`config.mk`:
```
export PLATFORM = sky130hd
export DESIGN_NAME = axis_frame_arbiter
export DESIGN_NICKNAME = d
export VERILOG_FILES = /design/src/rtl/axis_frame_arbiter.sv
export SDC_FILE = /design/constraint.sdc
export NUM_CORES = 1
export LEC_CHECK = 0
export CAP_MARGIN = 25
export CORE_ASPECT_RATIO = 0.8
export CORE_UTILIZATION = 39
export CTS_CLUSTER_DIAMETER = 200
export DETAILED_ROUTE_END_ITERATION = 7
export GPL_ROUTABILITY_DRIVEN = 0
export PLACE_DENSITY = 0.77
export RECOVER_POWER = 50
export SYNTH_ARGS = -nofsm -noshare
export SYNTH_HDL_FRONTEND = slang
export SYNTH_SLANG_ARGS = --single-unit
```
`constraint.sdc`:
```
create_clock -name s_axis_video_aclk -period 2.2 [get_ports s_axis_video_aclk]
set_clock_uncertainty 0.1 [all_clocks]
set_input_delay 0.55 -clock s_axis_video_aclk [delete_from_list [all_inputs] [get_ports s_axis_video_aclk]]
set_output_delay 0.55 -clock s_axis_video_aclk [all_outputs]
set_load 0.02 [all_outputs]
```
`src/rtl/axis_frame_arbiter.sv`:
```
// axis_frame_arbiter: two-source AXI4-Stream video arbiter that forwards whole
// frames only, with round-robin choice on simultaneous SOF and a single
// registered output stage.
// Optional: define AXIS_FRAME_ARBITER_CHECK_EN to add the sticky frame_err
// output that flags malformed line/frame structure from the owning source.
module axis_frame_arbiter #(
   parameter int IMG_W = 64,
   parameter int IMG_H = 64
) (
   input  logic        s_axis_video_aclk,
   input  logic        rst,
   input  logic [23:0] VIDEO_IN0_tdata,
   input  logic        VIDEO_IN0_tuser,
   input  logic        VIDEO_IN0_tlast,
   input  logic        VIDEO_IN0_tvalid,
   output logic        VIDEO_IN0_tready,
   input  logic [23:0] VIDEO_IN1_tdata,
   input  logic        VIDEO_IN1_tuser,
   input  logic        VIDEO_IN1_tlast,
   input  logic        VIDEO_IN1_tvalid,
   output logic        VIDEO_IN1_tready,
   output logic [23:0] VIDEO_OUT_tdata,
   output logic        VIDEO_OUT_tuser,
   output logic        VIDEO_OUT_tlast,
   output logic        VIDEO_OUT_tvalid,
   input  logic        VIDEO_OUT_tready,
   output logic [1:0]  grant
`ifdef AXIS_FRAME_ARBITER_CHECK_EN
   ,
   output logic        frame_err
`endif
);

   localparam int CW = (IMG_W > 1) ? $clog2(IMG_W) : 1;
   localparam int RW = (IMG_H > 1) ? $clog2(IMG_H) : 1;
   localparam logic [CW-1:0] COL_LAST = CW'(IMG_W - 1);
   localparam logic [RW-1:0] ROW_LAST = RW'(IMG_H - 1);

   typedef enum logic [1:0] {IDLE, OWN0, OWN1} state_t;

   state_t        state;
   logic          pref1;      // 1: source 1 wins the next simultaneous SOF
   logic [CW-1:0] col;
   logic [RW-1:0] row;

   logic          out_free;
   logic          sof0, sof1, win0, win1;
   logic          fwd, sel1;
   logic [23:0]   in_data;
   logic          in_user, in_last;
   logic [CW-1:0] col_e;
   logic [RW-1:0] row_e;
   logic          eof;

   // Handshake steering: the output slot is free when empty or draining this
   // cycle. In IDLE a losing SOF is held off (tready low) so its frame is not
   // lost; IDLE also waits on a free slot so a stalled EOL beat is never
   // overwritten by the next SOF.
   always_comb begin
      out_free         = !VIDEO_OUT_tvalid | VIDEO_OUT_tready;
      sof0             = VIDEO_IN0_tvalid & VIDEO_IN0_tuser;
      sof1             = VIDEO_IN1_tvalid & VIDEO_IN1_tuser;
      win0             = sof0 & (!sof1 | !pref1);
      win1             = sof1 & (!sof0 | pref1);
      VIDEO_IN0_tready = 1'b0;
      VIDEO_IN1_tready = 1'b0;
      fwd              = 1'b0;
      sel1             = 1'b0;
      if (!rst) begin
         case (state)
            IDLE: begin
               VIDEO_IN0_tready = out_free & !win1;
               VIDEO_IN1_tready = out_free & !win0;
               sel1             = win1;
               fwd              = out_free & (win0 | win1);
            end
            OWN0: begin
               VIDEO_IN0_tready = out_free;
               fwd              = VIDEO_IN0_tvalid & out_free;
            end
            OWN1: begin
               VIDEO_IN1_tready = out_free;
               sel1             = 1'b1;
               fwd              = VIDEO_IN1_tvalid & out_free;
            end
            default: ;
         endcase
      end
      in_data = sel1 ? VIDEO_IN1_tdata : VIDEO_IN0_tdata;
      in_user = sel1 ? VIDEO_IN1_tuser : VIDEO_IN0_tuser;
      in_last = sel1 ? VIDEO_IN1_tlast : VIDEO_IN0_tlast;
      // An SOF beat is pixel (0,0) regardless of where the counters stood.
      col_e   = in_user ? '0 : col;
      row_e   = in_user ? '0 : row;
      eof     = in_last & (row_e == ROW_LAST);
   end

   // Ownership FSM, position counters, round-robin pointer and output register.
   always_ff @(posedge s_axis_video_aclk) begin
      if (rst) begin
         state            <= IDLE;
         pref1            <= 1'b0;
         col              <= '0;
         row              <= '0;
         grant            <= 2'b00;
         VIDEO_OUT_tdata  <= '0;
         VIDEO_OUT_tuser  <= 1'b0;
         VIDEO_OUT_tlast  <= 1'b0;
         VIDEO_OUT_tvalid <= 1'b0;
      end else begin
         if (fwd) begin
            VIDEO_OUT_tdata  <= in_data;
            VIDEO_OUT_tuser  <= in_user;
            VIDEO_OUT_tlast  <= in_last;
            VIDEO_OUT_tvalid <= 1'b1;
         end else if (VIDEO_OUT_tready) begin
            VIDEO_OUT_tvalid <= 1'b0;
         end

         if (fwd) begin
            if (in_last) begin
               col <= '0;
               row <= (row_e == ROW_LAST) ? '0 : row_e + 1'b1;
            end else begin
               col <= (col_e == COL_LAST) ? '0 : col_e + 1'b1;
               row <= row_e;
            end

            if (eof) begin
               state <= IDLE;
               grant <= 2'b00;
            end else if (state == IDLE) begin
               state <= sel1 ? OWN1 : OWN0;
               grant <= sel1 ? 2'b10 : 2'b01;
            end

            if (state == IDLE) begin
               pref1 <= !sel1;
            end
         end
      end
   end

`ifdef AXIS_FRAME_ARBITER_CHECK_EN
   // Sticky structure check on every forwarded beat of the owning source.
   always_ff @(posedge s_axis_video_aclk) begin
      if (rst) begin
         frame_err <= 1'b0;
      end else if (fwd) begin
         if ((in_last && (col_e != COL_LAST)) ||
             (!in_last && (col_e == COL_LAST)) ||
             (in_user && (state != IDLE) && ((col != '0) || (row != '0)))) begin
            frame_err <= 1'b1;
         end
      end
   end
`endif

endmodule
```
* Word-level counts from Yosys, hierarchy flattened *
Index checks and enable logic that the tools add are counted.

word-level totals
  register bits = 36
  input bits = 57
  word-level logic and storage cells = 56

cells by class
  add/sub/neg operators = 1
  eq/ne operators = 3
  mux-type cells = 19
  bitwise gates (word level) = 14
  reductions and logical operators = 12

operator list
  kind                 count
  $mux 24              1
  $mux 6               3
  $and 1x1->1          10
  $mux 1               8
  $logic_not 1->1      7
  $add 6x1->6 const B  1
  $eq 6x6->1 const B   1
  $mux 2               3
  $pmux 1 s2           3
  $or 1x1->1           4
  $reduce_and 2->1     2
  $reduce_bool 2->1    2
  $pmux 1 s3           1
  $eq 2x1->1 const B   1
  $eq 2x2->1 const B   1
  $logic_not 2->1      1

* Depth between registers and ports, before layout *
Gate-level depths: netlist of run 1.

  depth after elaboration = 12
  mapped depth = 11
  depth with buffers taken out = 10

* Worst setup path after synthesis of run 1 *
Ideal clock, no wire load.

  path type = register to register
  start point = register state[0]
  end point = register state[0]
  arrival = 2.309 ns
  required time = 1.971 ns
  setup slack = -0.337 ns
  cell stages (with the launch flop) = 12
  buffers on the path = 1
  clock period less this slack = 2.537 ns
  cell sequence = dfxtp_1 -> inv_1 -> ha_1 -> a21oi_1 -> o2bb2ai_1 -> clkbuf_1 -> nor2b_1 -> ha_1 -> nand4_1 -> or2_2 -> nor3_1 -> o41ai_1

on the way
  word-level cells in the longest chain between the ends = 9

RTL lines
  what                                           RTL line  RTL
  start, declared                                41        state_t state;
  start signal, assigned                         133       state <= sel1 ? OWN1 : OWN0;
  $eq 2x2->1 or $logic_not 2->1 (tied branches)  70, 132
  $pmux 1 s2                                     70        case (state)
  $mux 1                                         69        if (!rst) begin
  $mux 1                                         90        in_user = sel1 ? VIDEO_IN1_tuser : VIDEO_IN0_tuser;
  $mux 6                                         94        row_e = in_user ? '0 : row;
  $eq 6x6->1                                     95        eof = in_last & (row_e == ROW_LAST);
  $and 1x1->1                                    95
  $reduce_bool 2->1 (no source line)             -
  $reduce_and 2->1 (no source line)              -

Parallel ways exist; a longest one is shown, timed or not. The select of a mux whose other input is x is not followed.
A chain may end at the register's enable or synchronous reset.

* Final worst setup path of run 1 *
  start point = input VIDEO_OUT_tready
  end point = register VIDEO_OUT_tdata[4]

on the way
  word-level cells in the longest chain between the ends = 4

RTL lines
  what                            RTL line    RTL
  start, declared                 26          input logic VIDEO_OUT_tready,
  $or 1x1->1 *                    60          out_free = !VIDEO_OUT_tvalid | VIDEO_OUT_tready;
  $and 1x1->1 (on tied branches)  84, 75, 79
  $pmux 1 s3 *                    70
  $mux 1 *                        69
  end signal, assigned            112         VIDEO_OUT_tdata <= in_data;
  end, declared                   22          output logic [23:0] VIDEO_OUT_tdata,

Every way passes the cells marked *; elsewhere a longest branch is shown, timed or not.

==> results.cfg, run 1 <==
[outcome]
status = complete, but fails checks
violations = DRC

[clock_network]
ctsLongestPathBuffers = 2
htreeDepth = 2
cts_buffers = 5
cts_tree = yes
cts.clk_slew.worst_paths_ns = 0.07
clkLatencyLatePin_ns = 0.28
cts.sinks = 36
root_buffer = clkbuf_8

[global_route]
grt_max_degree = 44
grt.total_usage_pct = 19.6
grt_pass1_wl_mm = 8.69
grt_pass1_vias = 1802
grt.overflow.total = 0
grt_antenna_before_repair = 0

[floorplan]
initial_core_util_pct = 41.2
io_pins = 88
rows = 23
die_area_um2 = 5680
fp.dieW_um = 84.0
die_h_um = 67.6
core_area_um2 = 5090

[placed_design]
port_buffers = 87
dp_cells = 370
dpl_cell_area_um2 = 3140
place_hpwl_mm = 4.11

[sta]
whs_ns = 0.352
final-max-slew-violation-count = 0
min_period_over_period_pct = 99.1
setup_violations = 0
tightest_slew_ns = 0.330
slew_headroom_pct = 77.6
rsz0062_at_grt = true
period_needed_ns = 2.18
hold_viol_final = 0
max_freq_mhz = 459

[finish]
fillerInstances = 421
final_cell_mix = clkdlybuf4s50_1, dfxtp_1, nor2_1, dlygate4sd3_1, mux2i_1
final_common_cell = clkdlybuf4s50_1
drive_gt1_share_pct = 24.5
regArea_um2 = 728
final_util_pct = 65.2
area_delta_synth_final_pct = 58.3
fin_nets = 380
multi_input_comb_area_um2 = 1310
n_antenna_cell = 0
instances_no_fill = 381
design_area_um2 = 3320

[yosys]
synth.distinct_cells = 49
ys.flop_type = dfxtp_1
syn_avg_cell_area_um2 = 9.81
syn_nets = 276
seq_area_frac_synth_pct = 34.3
synth_cells = 214
ys_warn_count = 0
ys_ff_latch = 36
async_reset_ff_share_pct = 0
netlist_area_um2 = 2100
synth_edf_count = 0

[route]
wl_per_cell_um = 14.3
viasPerCell = 5.20
vias = 1983
antenna_left = 0
first_iter_violations = 91
drc = 16
dr.pass1.iters = 6
wl_mm = 5.47

[setup_path]
cp-end-kind = flop
critPathKind = in -> reg
required_ns = 2.30
startpoint_type = input pin
crit_fanout = 43
worstPathArrival_ns = 2.28

[power_and_ir_drop]
p_switching_mw = 0.662
leakagePower_nw = 1.25
p_per_area_nw_per_um2 = 632
irDropWorstVdd_v = 0.000428
seq_power_share_pct = 36.3
power_frac_clock_pct = 27.3
p_int_mw = 1.44
p_sw_share_pct = 31.5
combPwrFrac_pct = 36.4

[job]
drv_cap = 0

[hold_path]
hp-class = reg -> reg
[worst paths after layout]
path	from	endpoint	slack (ns)	cells after the start
worst max-delay path	VIDEO_OUT_tready	VIDEO_OUT_tdata[4]	0.02	7
worst min-delay path	VIDEO_OUT_tuser	VIDEO_OUT_tuser	0.35	2
worst max register to register	state[0]	state[0]	0.06	10
worst min register to register	VIDEO_OUT_tuser	VIDEO_OUT_tuser	0.35	2
[registers in the layout (all words and copies together), names as in the netlist]
register          flops
VIDEO_OUT_tlast       1
state                 2
row                   6
pref1                 1
VIDEO_OUT_tuser       1
VIDEO_OUT_tdata      24
VIDEO_OUT_tvalid      1
[per-layer routing]
| layer | track usage [%] | wire (µm) |
|---|---|---|
| met2 | 32.3 | 2540 |
| met5 | 0 | 0 |
| met1 | 24.8 | 2440 |
| met3 | 6.11 | 443 |
| met4 | 5.82 | 39 |
[final cells by class]
class	instances	area share (%)
Clock buffer	6	2.18
Clock inverter	2	1.05
Inverter	6	0.791
Multi-Input combinational cell	155	39.4
Sequential cell	36	21.9
Tap cell	62	2.33
Timing Repair Buffer	114	32.3
[metrics by stage]
step | TNS (ns) | total power, mW | worst slack (ns)
global route | -0.424 | 2.22 | -0.0711
CTS | 0 | 2.13 | 0.00752
global placement | -9.33 | 1.53 | -0.598
detailed placement | -10.96 | 1.55 | -0.604
floorplan | 0 | 1.21 | 0.00939
finish | 0 | 2.10 | 0.0202
[repair_timing]
action,4_1_cts,5_1_grt
buffers inserted,1,2
hold buffers,0,0
setup endpoints to repair,11,8
resized for setup,16,10
pin swaps,4,8
[power by group through the flow]
stage | combinational [mW] | clock (mW) | sequential [mW]
2_1_floorplan | 0.350 | 0 | 0.863
5_1_grt | 0.820 | 0.624 | 0.773
3_5_place_dp | 0.773 | 0 | 0.778
6_report | 0.764 | 0.574 | 0.763
4_1_cts | 0.772 | 0.594 | 0.763
3_3_place_gp | 0.755 | 0 | 0.775
[cells by family (layout without fill, tap and decap cells)]
group                    after synthesis  after routing  share of synthesized area, %
AND/OR/NAND/NOR                       71             71                          18.8
AO/OA/AOI/OAI                         52             52                          23.5
multiplexers                          27             27                          13.3
adder cells (fa/ha/maj)                5              5                          2.98
buffers and inverters                 23            128                          7.15
flip-flops                            36             36                          34.3
[cell usage after synthesis, types with 3 or more instances]
cell type  number  area (µm²)
dfxtp_1        36         721
nor2_1         29         109
mux2i_1        25         250
a211oi_2       18         225
a211oi_1       10        75.1
buf_6           7        78.8
inv_1           6        22.5
nand2_1         6        22.5
a21oi_1         5        25.0
clkbuf_1        5        18.8
ha_1            5        62.6
nand3_1         5        25.0
nor3_1          5        25.0
nand4_1         4        25.0
buf_2           3        15.0
nand2b_1        3        18.8
nor2b_1         3        18.8
[worst max-delay path, stage by stage]
cell             delay [ns]
clkdlybuf4s50_1        0.47
nor2b_2                0.07
nor4_4                 0.29
and2_0                 0.31
buf_12                 0.27
nor2_1                 0.07
a211oi_1               0.23
No activity file was read; power rests on OpenSTA's default activity.
==> run 2: changes to the inputs <==
- CORE_MARGIN: default -> 2
==> run 2 against run 1 <==
- the flow now finishes without violations
- sequential share of layout area shrank 0.60 points
- cell count rose by 1.0%
- global-route usage down 2.2 points
- power up 4.7%
- non-clock buffer count up 4
- maximum frequency shrank 0.86%
- wire length is 0.82% higher
- sequential cell count unchanged
- clock power increased by 11%
- highest routed layer unchanged
==> results.cfg, run 2 (synthesis results as in run 1) <==
[route]
vias = 1989
antenna_left = 0
dr.pass1.iters = 4
wl_met2_mm = 2.57
topRoutingLayerUsed = met4
wl_mm = 5.51
drc = 0
viasPerCell = 5.17
wirelength_met1_mm = 2.44
first_iter_violations = 48
wl_per_cell_um = 14.3
wl_met3_um = 455

[hold_path]
hp-class = reg -> reg
hold_start = VIDEO_OUT_tuser
min_path_cells = 2
hold_path_end = VIDEO_OUT_tuser

[finish]
drive_gt1_share_pct = 26.9
area_delta_synth_final_pct = 62.8
final_common_cell = clkdlybuf4s50_1
final_cell_mix = clkdlybuf4s50_1, dfxtp_1, nor2_1, dlygate4sd3_1, buf_4
fillerInstances = 412
top_register = VIDEO_OUT_tdata
instances_no_fill = 385
regArea_um2 = 728
fin_nets = 384
multi_input_comb_area_um2 = 1330
n_antenna_cell = 0
largest_reg_flops = 24
top_regs = VIDEO_OUT_tdata (24), row (6), state (2)
design_area_um2 = 3420

[placed_design]
dpl_cell_area_um2 = 3200
preCtsSetupSlack_ns = -0.598
port_buffers = 87
place_hpwl_mm = 4.15
dp_cells = 375

[sta]
final-max-slew-violation-count = 0
whs_ns = 0.355
period_needed_ns = 2.20
layout_setup_ws_ns = 0.00135
hold_viol_final = 0
slew_headroom_pct = 77.4
min_period_over_period_pct = 99.9
max_freq_mhz = 455
rsz0062_at_grt = true
tightest_slew_ns = 0.338
setup_violations = 0

[clock_network]
postCtsHoldBufs = 0
cts_tree = yes
htreeDepth = 2
cts.sinks = 36
clkLatencyLatePin_ns = 0.29
cts.clk_slew.worst_paths_ns = 0.07
cts_buffers = 5
root_buffer = clkbuf_8
ctsLongestPathBuffers = 2

[job]
drv_cap = 0

[power_and_ir_drop]
irDropWorstVdd_v = 0.000496
leakagePower_nw = 1.30
p_per_area_nw_per_um2 = 643
p_switching_mw = 0.669
combPwrFrac_pct = 36.3
p_int_mw = 1.53
p_sw_share_pct = 30.4
seq_power_share_pct = 34.6
power_frac_clock_pct = 29.0

[floorplan]
die_area_um2 = 5990
initial_core_util_pct = 41.2
core_area_um2 = 5090
fp.dieW_um = 86.0
die_h_um = 69.6
rows = 23
io_pins = 88

[global_route]
grt_pass1_vias = 1881
grt.total_usage_pct = 17.4
grt_pass1_wl_mm = 8.52
grt_max_degree = 26
grt.overflow.total = 0
grt_antenna_before_repair = 0

[setup_path]
reg2regPathDepth = 10
required_ns = 1.55
critPathKind = in -> out
crit_fanout = 5
worstPathArrival_ns = 1.55
startpoint_type = input pin
reg2reg_slack_ns = 0.06
r2r_start = state[0]
reg2reg_to = state[0]
cp-end-kind = output port

[outcome]
status = complete, no violations
[run 2: changes by cell type in the layout (fill, tap and decap cells not counted), sizes merged]
cell	before	now
clkbuf	6	7
clkinv	1	0
clkdlybuf4s15	1	0
clkdlybuf4s50	52	51
dlygate4sd2	3	5
buf	30	34
[run 2: final cells by class]
cell class | count | area share [%]
well taps | 62 | 2.27
flip-flops and latches | 36 | 21.3
repair buffers | 118 | 33.0
clock inverters | 1 | 0.879
multi-input cells | 155 | 39.0
inverters | 6 | 0.769
clock buffers | 7 | 2.82
[run 2: worst max-delay path by stage]
| stage | startpoint | end | slack [ns] | depth (start not counted) |
|---|---|---|---|---|
| floorplan | state[0] | row[3] | 0.009 | 11 |
| CTS | VIDEO_IN0_tuser | VIDEO_IN0_tready | 0.04 | 6 |
| global placement | VIDEO_IN0_tvalid | VIDEO_IN0_tready | -0.59 | 6 |
| global route | state[0] | state[0] | -0.06 | 10 |
| finish | VIDEO_IN0_tuser | VIDEO_IN1_tready | 0.001 | 6 |
| detailed placement | VIDEO_IN0_tvalid | VIDEO_IN0_tready | -0.60 | 6 |
[run 2: routing by layer]
metal,vias up,global-route usage (%)
li1,1003,-
met1,915,20.7
met2,64,30.0
met3,7,5.48
met4,0,4.59
met5,-,0
[run 2: timing repair]
action / 4_1_cts / 5_1_grt
endpoints found under the setup margin: 25 / 8
buffers inserted: 1 / 1
gates resized for setup: 19 / 11
cloned: 0 / 0
pin swaps: 9 / 6
[run 2: through the flow]
step | power (mW) | utilization [%] | setup TNS, ns
floorplan | 1.21 | - | 0
global placement | 1.56 | 62.9 | -11.74
detailed placement | 1.58 | 62.9 | -12.97
CTS | 2.21 | 65.5 | 0
global route | 2.30 | 67.1 | -0.241
finish | 2.20 | 67.1 | 0
[run 2: worst max-delay path, stage by stage]
cell           delay (ns)
dlygate4sd2_1        0.24
buf_4                0.16
nand3_1              0.07
a21oi_1              0.07
nor3_1               0.24
buf_2                0.22
[run 2: power by group through the flow]
stage               logic, mW  clock network [mW]  registers, mW
detailed placement      0.800                   0          0.777
finish                  0.799               0.639          0.761
global placement        0.786                   0          0.774
CTS                     0.803               0.650          0.762
floorplan               0.350                   0          0.863
global route            0.857               0.675          0.770
